===== src/rtl/tree_acc_pkg.sv =====
// Shared definitions for the tree_sum_accumulator slice: state encoding
// and default widths used by the accumulator and its adder.
package tree_acc_pkg;

    localparam int DEF_IN_W  = 10;
    localparam int DEF_ACC_W = 11;
    localparam int CNT_W     = 4;

    typedef enum logic [1:0] {
        ST_IDLE  = 2'd0,
        ST_ACCUM = 2'd1,
        ST_OUT   = 2'd2
    } state_t;

endpackage


===== src/rtl/tree_sum_accumulator_addsat.sv =====
// tree_acc_addsat: combinational acc + zero-extended sample.
// The carry out of ACC_W is always reported as ovf_s.
// Optional macro TREE_ACC_SATURATE_EN: an overflowing add clamps the sum
// to all-ones instead of wrapping.
module tree_acc_addsat #(
    parameter int IN_W  = 10,
    parameter int ACC_W = 11
) (
    input  logic [ACC_W-1:0] acc_s,
    input  logic [IN_W-1:0]  data_s,
    output logic [ACC_W-1:0] sum_s,
    output logic             ovf_s
);

    logic [ACC_W:0] raw_s;

    // Widened add so the carry out of ACC_W is visible, then wrap or clamp.
    always_comb begin
        raw_s = {1'b0, acc_s} + {{(ACC_W + 1 - IN_W){1'b0}}, data_s};
        ovf_s = raw_s[ACC_W];
`ifdef TREE_ACC_SATURATE_EN
        if (raw_s[ACC_W]) begin
            sum_s = {ACC_W{1'b1}};
        end else begin
            sum_s = raw_s[ACC_W-1:0];
        end
`else
        sum_s = raw_s[ACC_W-1:0];
`endif
    end

endmodule


===== src/rtl/tree_sum_accumulator.sv =====
// tree_sum_accumulator: sums COUNT samples (or fewer on flush) from
// tree_adder_procedural and holds the total on a valid/ready output.
// Optional macro TREE_ACC_SATURATE_EN (in tree_acc_addsat): saturate
// instead of wrapping on accumulator overflow.
module tree_sum_accumulator
    import tree_acc_pkg::*;
#(
    parameter int IN_W  = DEF_IN_W,
    parameter int COUNT = 4,
    parameter int ACC_W = DEF_ACC_W
) (
    input  logic             clk,
    input  logic             rst_n,
    input  logic             in_valid,
    input  logic [IN_W-1:0]  in_data,
    output logic             in_ready,
    input  logic             flush,
    output logic             out_valid,
    input  logic             out_ready,
    output logic [ACC_W-1:0] out_data,
    output logic [CNT_W-1:0] out_count,
    output logic             out_ovf
);

    state_t             state_r;
    logic [ACC_W-1:0]   acc_r;
    logic [CNT_W-1:0]   cnt_r;
    logic               ovf_r;
    logic [ACC_W-1:0]   out_data_r;
    logic [CNT_W-1:0]   out_count_r;
    logic               out_ovf_r;

    logic               accept_s;
    logic               close_s;
    logic [ACC_W-1:0]   sum_s;
    logic               carry_s;
    logic [ACC_W-1:0]   new_acc_s;
    logic [CNT_W-1:0]   new_cnt_s;
    logic               new_ovf_s;

    tree_acc_addsat #(
        .IN_W  (IN_W),
        .ACC_W (ACC_W)
    ) u_addsat (
        .acc_s  (acc_r),
        .data_s (in_data),
        .sum_s  (sum_s),
        .ovf_s  (carry_s)
    );

    assign in_ready  = (state_r != ST_OUT);
    assign out_valid = (state_r == ST_OUT);
    assign out_data  = out_data_r;
    assign out_count = out_count_r;
    assign out_ovf   = out_ovf_r;

    // Post-accept accumulator view and the block close decision.
    always_comb begin
        accept_s = in_valid && in_ready;
        if (accept_s) begin
            new_acc_s = sum_s;
            new_cnt_s = cnt_r + CNT_W'(1);
            new_ovf_s = ovf_r | carry_s;
        end else begin
            new_acc_s = acc_r;
            new_cnt_s = cnt_r;
            new_ovf_s = ovf_r;
        end
        // A flush only closes a block that holds at least one sample.
        close_s = in_ready &&
                  ((accept_s && (new_cnt_s == CNT_W'(COUNT))) ||
                   (flush && ((cnt_r != {CNT_W{1'b0}}) || accept_s)));
    end

    // Block FSM: accumulate, capture the result on close, hold until taken.
    always_ff @(posedge clk or negedge rst_n) begin
        if (!rst_n) begin
            state_r     <= ST_IDLE;
            acc_r       <= {ACC_W{1'b0}};
            cnt_r       <= {CNT_W{1'b0}};
            ovf_r       <= 1'b0;
            out_data_r  <= {ACC_W{1'b0}};
            out_count_r <= {CNT_W{1'b0}};
            out_ovf_r   <= 1'b0;
        end else begin
            case (state_r)
                ST_IDLE, ST_ACCUM: begin
                    if (close_s) begin
                        out_data_r  <= new_acc_s;
                        out_count_r <= new_cnt_s;
                        out_ovf_r   <= new_ovf_s;
                        acc_r       <= {ACC_W{1'b0}};
                        cnt_r       <= {CNT_W{1'b0}};
                        ovf_r       <= 1'b0;
                        state_r     <= ST_OUT;
                    end else if (accept_s) begin
                        acc_r   <= new_acc_s;
                        cnt_r   <= new_cnt_s;
                        ovf_r   <= new_ovf_s;
                        state_r <= ST_ACCUM;
                    end else begin
                        state_r <= state_r;
                    end
                end
                ST_OUT: begin
                    if (out_ready) begin
                        state_r <= ST_IDLE;
                    end else begin
                        state_r <= ST_OUT;
                    end
                end
                default: begin
                    state_r <= ST_IDLE;
                    acc_r   <= {ACC_W{1'b0}};
                    cnt_r   <= {CNT_W{1'b0}};
                    ovf_r   <= 1'b0;
                end
            endcase
        end
    end

endmodule


===== config.mk =====
export PLATFORM = sky130hd
export DESIGN_NAME = tree_sum_accumulator
export DESIGN_NICKNAME = d
export VERILOG_FILES = /design/src/rtl/tree_acc_pkg.sv /design/src/rtl/tree_sum_accumulator_addsat.sv /design/src/rtl/tree_sum_accumulator.sv
export SDC_FILE = /design/constraint.sdc
export NUM_CORES = 1
export LEC_CHECK = 0
export ABC_AREA = 1
export CORE_ASPECT_RATIO = 1.2
export CORE_MARGIN = 10
export CORE_UTILIZATION = 51
export DETAILED_ROUTE_END_ITERATION = 10
export HOLD_SLACK_MARGIN = 0.1
export PLACE_DENSITY_LB_ADDON = 0.08
export SLEW_MARGIN = 20
export SYNTH_ARGS = -nofsm -noshare
export SYNTH_HDL_FRONTEND = slang
export SYNTH_SLANG_ARGS = --single-unit

===== constraint.sdc =====
create_clock -name clk -period 2.2 [get_ports clk]
set_input_delay 0.44 -clock clk [delete_from_list [all_inputs] [get_ports clk]]
set_output_delay 0.44 -clock clk [all_outputs]
set_load 0.1 [all_outputs]

==> results of run 1 <==
[cells by family after synthesis]
| family | Yosys count |
|---|---|
| AO/OA/AOI/OAI | 28 |
| XOR/XNOR | 3 |
| adder cells (fa/ha/maj) | 13 |
| buffers and inverters | 47 |
| flip-flops | 34 |
| AND/OR/NAND/NOR | 196 |
[through the flow]
stage,util (%),hold slack [ns],cells
floorplan,-,0.144,321
global placement,62.0,0.465,417
detailed placement,62.0,0.472,417
CTS,65.2,0.493,425
global route,65.2,0.517,425
finish,65.2,0.488,425
[what timing repair did]
| action | in CTS | in global routing |
|---|---|---|
| resized for setup | 0 | 1 |
| setup endpoints to repair | 0 | 1 |
| hold buffers | 0 | 0 |
[how the worst min path moves through the flow]
stage,endpoint,slack [ns],startpoint
2_1_floorplan,acc_r[0],0.14,rst_n
3_3_place_gp,out_data[2],0.46,out_data[2]
3_5_place_dp,out_data[5],0.47,out_data[5]
4_1_cts,out_data[5],0.49,out_data[5]
5_1_grt,out_data[3],0.52,out_data[3]
6_report,out_data[9],0.49,out_data[9]
[sequential cells by signal (all words and copies together), names as in the netlist]
| register | flops |
|---|---|
| acc_r | 11 |
| cnt_r | 4 |
| out_count | 4 |
| out_data | 11 |
| out_ovf | 1 |
| ovf_r | 1 |
| state_r | 2 |
[metal layers]
metal	vias up	wire length [um]	part of all wire [%]
li1	1104	-	-
met1	946	2510	46
met2	45	2580	47
met3	6	329	6.0
met4	0	65	1.2
met5	-	0	0
[power groups by stage]
stage	registers (mW)	logic (mW)	clock network [mW]
floorplan	1.75	1.23	0
global placement	1.01	2.62	0
detailed placement	1.02	2.64	0
CTS	1.01	2.65	0.712
global route	1.04	2.88	0.741
finish	1.01	2.64	0.704
[area by class of cell]
class	count	area, um2	share of cell area [%]
tap	56	70.1	2.54
timing repair buffer	47	400	14.5
inverter	40	150	5.44
clock buffer	5	68.8	2.49
clock inverter	3	68.8	2.49
sequential	34	851	30.8
multi-input combinational	240	1150	41.7
[synth_stat cells, drive strengths merged]
library cell  instances  area (um2)
nand3b                2        15.0
nor2                 13        48.8
a22oi                 1        7.51
nand2               145         554
o21bai                1        7.51
or2                   2        12.5
o21ai                18        90.1
dfrtp                34         851
xnor2                 2        17.5
buf                   7        50.1
a21oi                 7        38.8
xor2                  1        8.76
ha                   12         150
a31oi                 1        6.26
inv                  40         150
fa                    1        20.0
nand3                32         160
nand4                 2        12.5
[worst register-to-register path, stage by stage, from the launching register on]
cell and delay (ns):
dfrtp_1 0.47, inv_1 0.07, ha_1 0.31, inv_1 0.06
nand3_1 0.07, nor2_1 0.11, nand2_1 0.08, nand2_1 0.10
nand2_4 0.16, buf_4 0.20, nand2_1 0.06, nand2_1 0.05
==> impl_metrics.tcl, run 1 <==
set metrics [dict create \
    r2r_start "cnt_r[0]" \
    wl_per_cell_um 12.9 \
    mostFrequentLayoutCells "nand2_1, inv_1, dfrtp_1" \
    required_ns 2.39 \
    grt_pass1_wl_um 9520 \
    crit_top_cell "nand2_1" \
    syn_area_mm2 0.00220 \
    grt_antenna_before_repair 0 \
    start_util_pct 52.0 \
    rr_worst_depth 11 \
    fmax_mhz 501 \
    use_met3_pct 4.49 \
    period_needed_ns 1.99 \
    grt_pass1_vias 2060 \
    syn2layout_area_growth_pct 25.4 \
    finalWorstSetupSlack_ns 0.205 \
    num_antenna_cells 0 \
    setup_viol 0 \
    core.rowCount 26 \
    io_pins 33 \
    combPwrFrac_pct 60.7 \
    r2r_slack_ns 0.33 \
    p_leak_nw 1.57 \
    cpMaxStageDelayCell "fa_1" \
    irDropWorstVdd_mv 1.22 \
    rr_endpoint "out_data[0]" \
    fp.coreArea_mm2 0.00423 \
    cts_tree "yes" \
    placed_cell_area_mm2 0.00262 \
    clock_sinks 34 \
    run_status "finished clean" \
    worstSetupEndpoint "acc_r[4]" \
    die_h_um 92.0 \
    route.detailed.drc 0 \
    via_count 2101 \
    skew_ns 0.00576 \
    critical_path_arrival_ns 2.18 \
    syn_nets 349 \
    ctsLongestPathBuffers 2 \
    max_slew_margin_pct 70.6 \
    gr-usage-met1_pct 19.8 \
    crit_path_start "in_data[0]" \
    wirelength_um 5480 \
    crit_cells 11 \
    cp_top_family "adder cells" \
    worst_slew_pin_slew_ns 0.442 \
    drive_gt1_share_pct 13.3 \
    drv_cap 0 \
    cts_root_buf "clkbuf_8" \
    synth_compound_area_share_pct 6.82 \
    dp_slack_ns -0.124 \
    gr-usage-met2_pct 25.3 \
    clock_latency_ns 0.29 \
    tns_ns 0 \
    grt_max_degree 35 \
    slowest_delay_ns 0.42 \
    place_congestion 0.826 \
    cts_inserted_buffers 5 \
    hpwl_um 4170 \
    die_w_um 80.0 \
    grt.busiest_layer "met2" \
    p_int_mw 2.03 \
    avgSynthCellArea_um2 6.86 \
    synth_mux_area_share_pct 0 \
    worstSetupPathType "primary input to register" \
    ant_nets 0 \
    synth_warnings 0 \
    powerDensity_mw_per_mm2 1580 \
    power.share.sequential_pct 23.2 \
    synth_top_family_by_area "simple AND/OR/NAND/NOR gates" \
    htreeDepth 2 \
    synth-xor-area-share_pct 1.19 \
    worst_setup_path_end_kind "register" \
    drt-initial-drc-count 131 \
    finalNetCount 396 \
    crit_path_cell_trace "clkdlybuf4s50_1 -> ha_1 -> fa_1 -> nand3_1 -> nand2_1 -> nand2_1 -> nand3_1 -> o21ai_1 -> nor2_1 -> nand2_1 -> nand2_1" \
    firstDrtPassIters 4 \
    hold_path_depth 2 \
    power_frac_clock_pct 16.2 \
    post_cts_buffers 0 \
    portBuffers 32 \
    yosysSeqAreaShare_pct 38.7 \
    crit_buf_inv 1 \
    fin_crit_sh_pct 90.7 \
    rsz0062_at_grt "false" \
    synth_fa_ha_area_share_pct 7.73 \
    yosys.area_share.simple_pct 36.5 \
    clk_pin_slew_worst_paths_ns 0.08 \
    stdcell_area_mm2 0.00276 \
    synthCells 321 \
    synth-seq-cells 34 \
    vias_per_cell 4.94 \
    nFillCells 383 \
    grt_use_total_pct 15.7 \
    slew_violations 0 \
    final_common_cell "nand2_1" \
    finalPower_mw 4.36 \
    min_path_type "register to register" \
    startpoint_type "primary input" \
    hold_violations 0 \
    yosysUniqueCellTypes 25 \
    p_sw_share_pct 53.4 \
    path_max_fanout 3 \
    dieArea_mm2 0.00735 \
    overflow 0 \
    p_switching_mw 2.33 \
]
Note: power is estimated with default switching activity, not from simulation.
==> run 2, diff against run 1 <==
- DONT_BUFFER_PORTS: not set -> 1
==> run 2 against run 1 <==
Net effect: non-clock buffer count is 24 lower; first-iteration DRC count is 11% higher; sequential share of layout area is 2.9 points higher; sequential cell count stayed put; clock skew is 0.0020 ns higher; largest power group unchanged; fmax is 5.3% higher; combinational power is 4% lower; power is 7.0% lower.
==> impl_metrics.tcl, run 2 (synthesis results as in run 1) <==
set metrics [dict create \
    required_ns 1.76 \
    placed_cell_area_mm2 0.00238 \
    grt_antenna_before_repair 0 \
    path_max_fanout 4 \
    worstSetupPathType "register to output port" \
    cts_root_buf "clkbuf_8" \
    stdcell_area_mm2 0.00252 \
    start_util_pct 52.0 \
    worst_slew_pin_slew_ns 0.309 \
    grt_pass1_wl_um 9160 \
    htreeDepth 2 \
    wirelength_um 5400 \
    r2r_slack_ns 0.34 \
    ant_nets 0 \
    startpoint_type "register" \
    slowest_delay_ns 0.38 \
    slew_violations 0 \
    vias_per_cell 5.00 \
    min_path_type "primary input to register" \
    drive_gt1_share_pct 11.0 \
    core.rowCount 26 \
    clock_sinks 34 \
    hpwl_um 4080 \
    p_sw_share_pct 56.2 \
    grt_pass1_vias 1884 \
    clock_latency_ns 0.29 \
    skew_ns 0.00775 \
    io_pins 33 \
    finalNetCount 372 \
    clk_pin_slew_worst_paths_ns 0.07 \
    fp.coreArea_mm2 0.00423 \
    wl_per_cell_um 13.5 \
    instances_no_fill 401 \
    firstDrtPassIters 4 \
    place_congestion 0.873 \
    cts_hold_buf 2 \
    powerDensity_mw_per_mm2 1610 \
    mostFrequentLayoutCells "nand2_1, inv_1, dfrtp_1" \
    drv_cap 0 \
    portBuffers 0 \
    cts_inserted_buffers 5 \
    rr_worst_depth 13 \
    worstHoldStart "out_ready" \
    fmax_mhz 528 \
    route.detailed.drc 0 \
    hold_violations 0 \
    syn2layout_area_growth_pct 14.4 \
    fin_crit_sh_pct 86.1 \
    run_status "finished clean" \
    rsz0062_at_grt "false" \
    r2r_start "cnt_r[0]" \
    place_inst 391 \
    cpMaxStageDelayCell "dfrtp_1" \
    cts_tree "yes" \
    dp_slack_ns 0.329 \
    setup_viol 0 \
    p_int_mw 1.77 \
    final_common_cell "nand2_1" \
    overflow 0 \
    via_count 2003 \
    ctsLongestPathBuffers 2 \
    critical_path_arrival_ns 1.45 \
    finalWorstSetupSlack_ns 0.305 \
    combPwrFrac_pct 62.5 \
    max_slew_margin_pct 79.2 \
    crit_path_cell_trace "inv_1 -> nand2_2 -> buf_4 -> inv_1 -> buf_4" \
    holdWs_ns 0.269 \
    power_frac_clock_pct 13.4 \
    power.share.sequential_pct 24.1 \
    p_leak_nw 1.46 \
    tns_ns 0 \
    drt-initial-drc-count 145 \
    period_needed_ns 1.89 \
    dieArea_mm2 0.00735 \
    worstSetupEndpoint "out_valid" \
    num_antenna_cells 0 \
    crit_path_start "state_r[0]" \
    grt_max_degree 35 \
    grt_use_total_pct 15.2 \
    cts_resized 0 \
    p_switching_mw 2.28 \
    die_h_um 92.0 \
    rr_endpoint "out_data[6]" \
    worst_setup_path_end_kind "output port" \
    irDropWorstVdd_mv 1.07 \
    die_w_um 80.0 \
    post_cts_buffers 0 \
]
-- run 2: worst min path at each step --
stage / slack, ns / cells after the start / to
after floorplan: 0.14 / 0 / acc_r[0]
final: 0.27 / 1 / state_r[1]
after global placement: 0.15 / 0 / acc_r[0]
after CTS: 0.26 / 1 / state_r[1]
after detailed placement: 0.15 / 0 / acc_r[0]
after global routing: 0.26 / 1 / state_r[1]
-- run 2: power by group through the flow --
stage / logic [mW] / registers [mW] / clock network [mW]
global route: 2.78 / 1.00 / 0.580
detailed placement: 2.51 / 0.983 / 0
floorplan: 1.23 / 1.75 / 0
finish: 2.53 / 0.975 / 0.544
CTS: 2.54 / 0.973 / 0.558
global placement: 2.50 / 0.978 / 0
-- run 2: metrics by stage --
step,power (mW),util [%]
floorplan,2.98,-
global placement,3.48,56.2
detailed placement,3.49,56.2
CTS,4.07,59.6
global route,4.36,59.6
finish,4.05,59.6
-- run 2: area by class of cell --
| class | instances | area [um2] |
|---|---|---|
| Multi-Input combinational cell | 240 | 1150 |
| Timing Repair Buffer | 23 | 188 |
| Clock buffer | 8 | 110 |
| Inverter | 40 | 150 |
| Tap cell | 56 | 70.1 |
| Sequential cell | 34 | 851 |
| Fill cell | 406 | 1710 |
-- run 2: metal layers --
layer / global-route usage (%) / share of wire [%]
met2: 23.1 / 46
met5: 0 / 0
met3: 4.88 / 6.0
met4: 4.71 / 1.4
met1: 20.0 / 47
-- run 2: critical path: cells and delay by family (launching register included) --
family	cells	cell delay (ns)
flops	1	0.38
buf+inv	4	0.71
simple gates	1	0.06
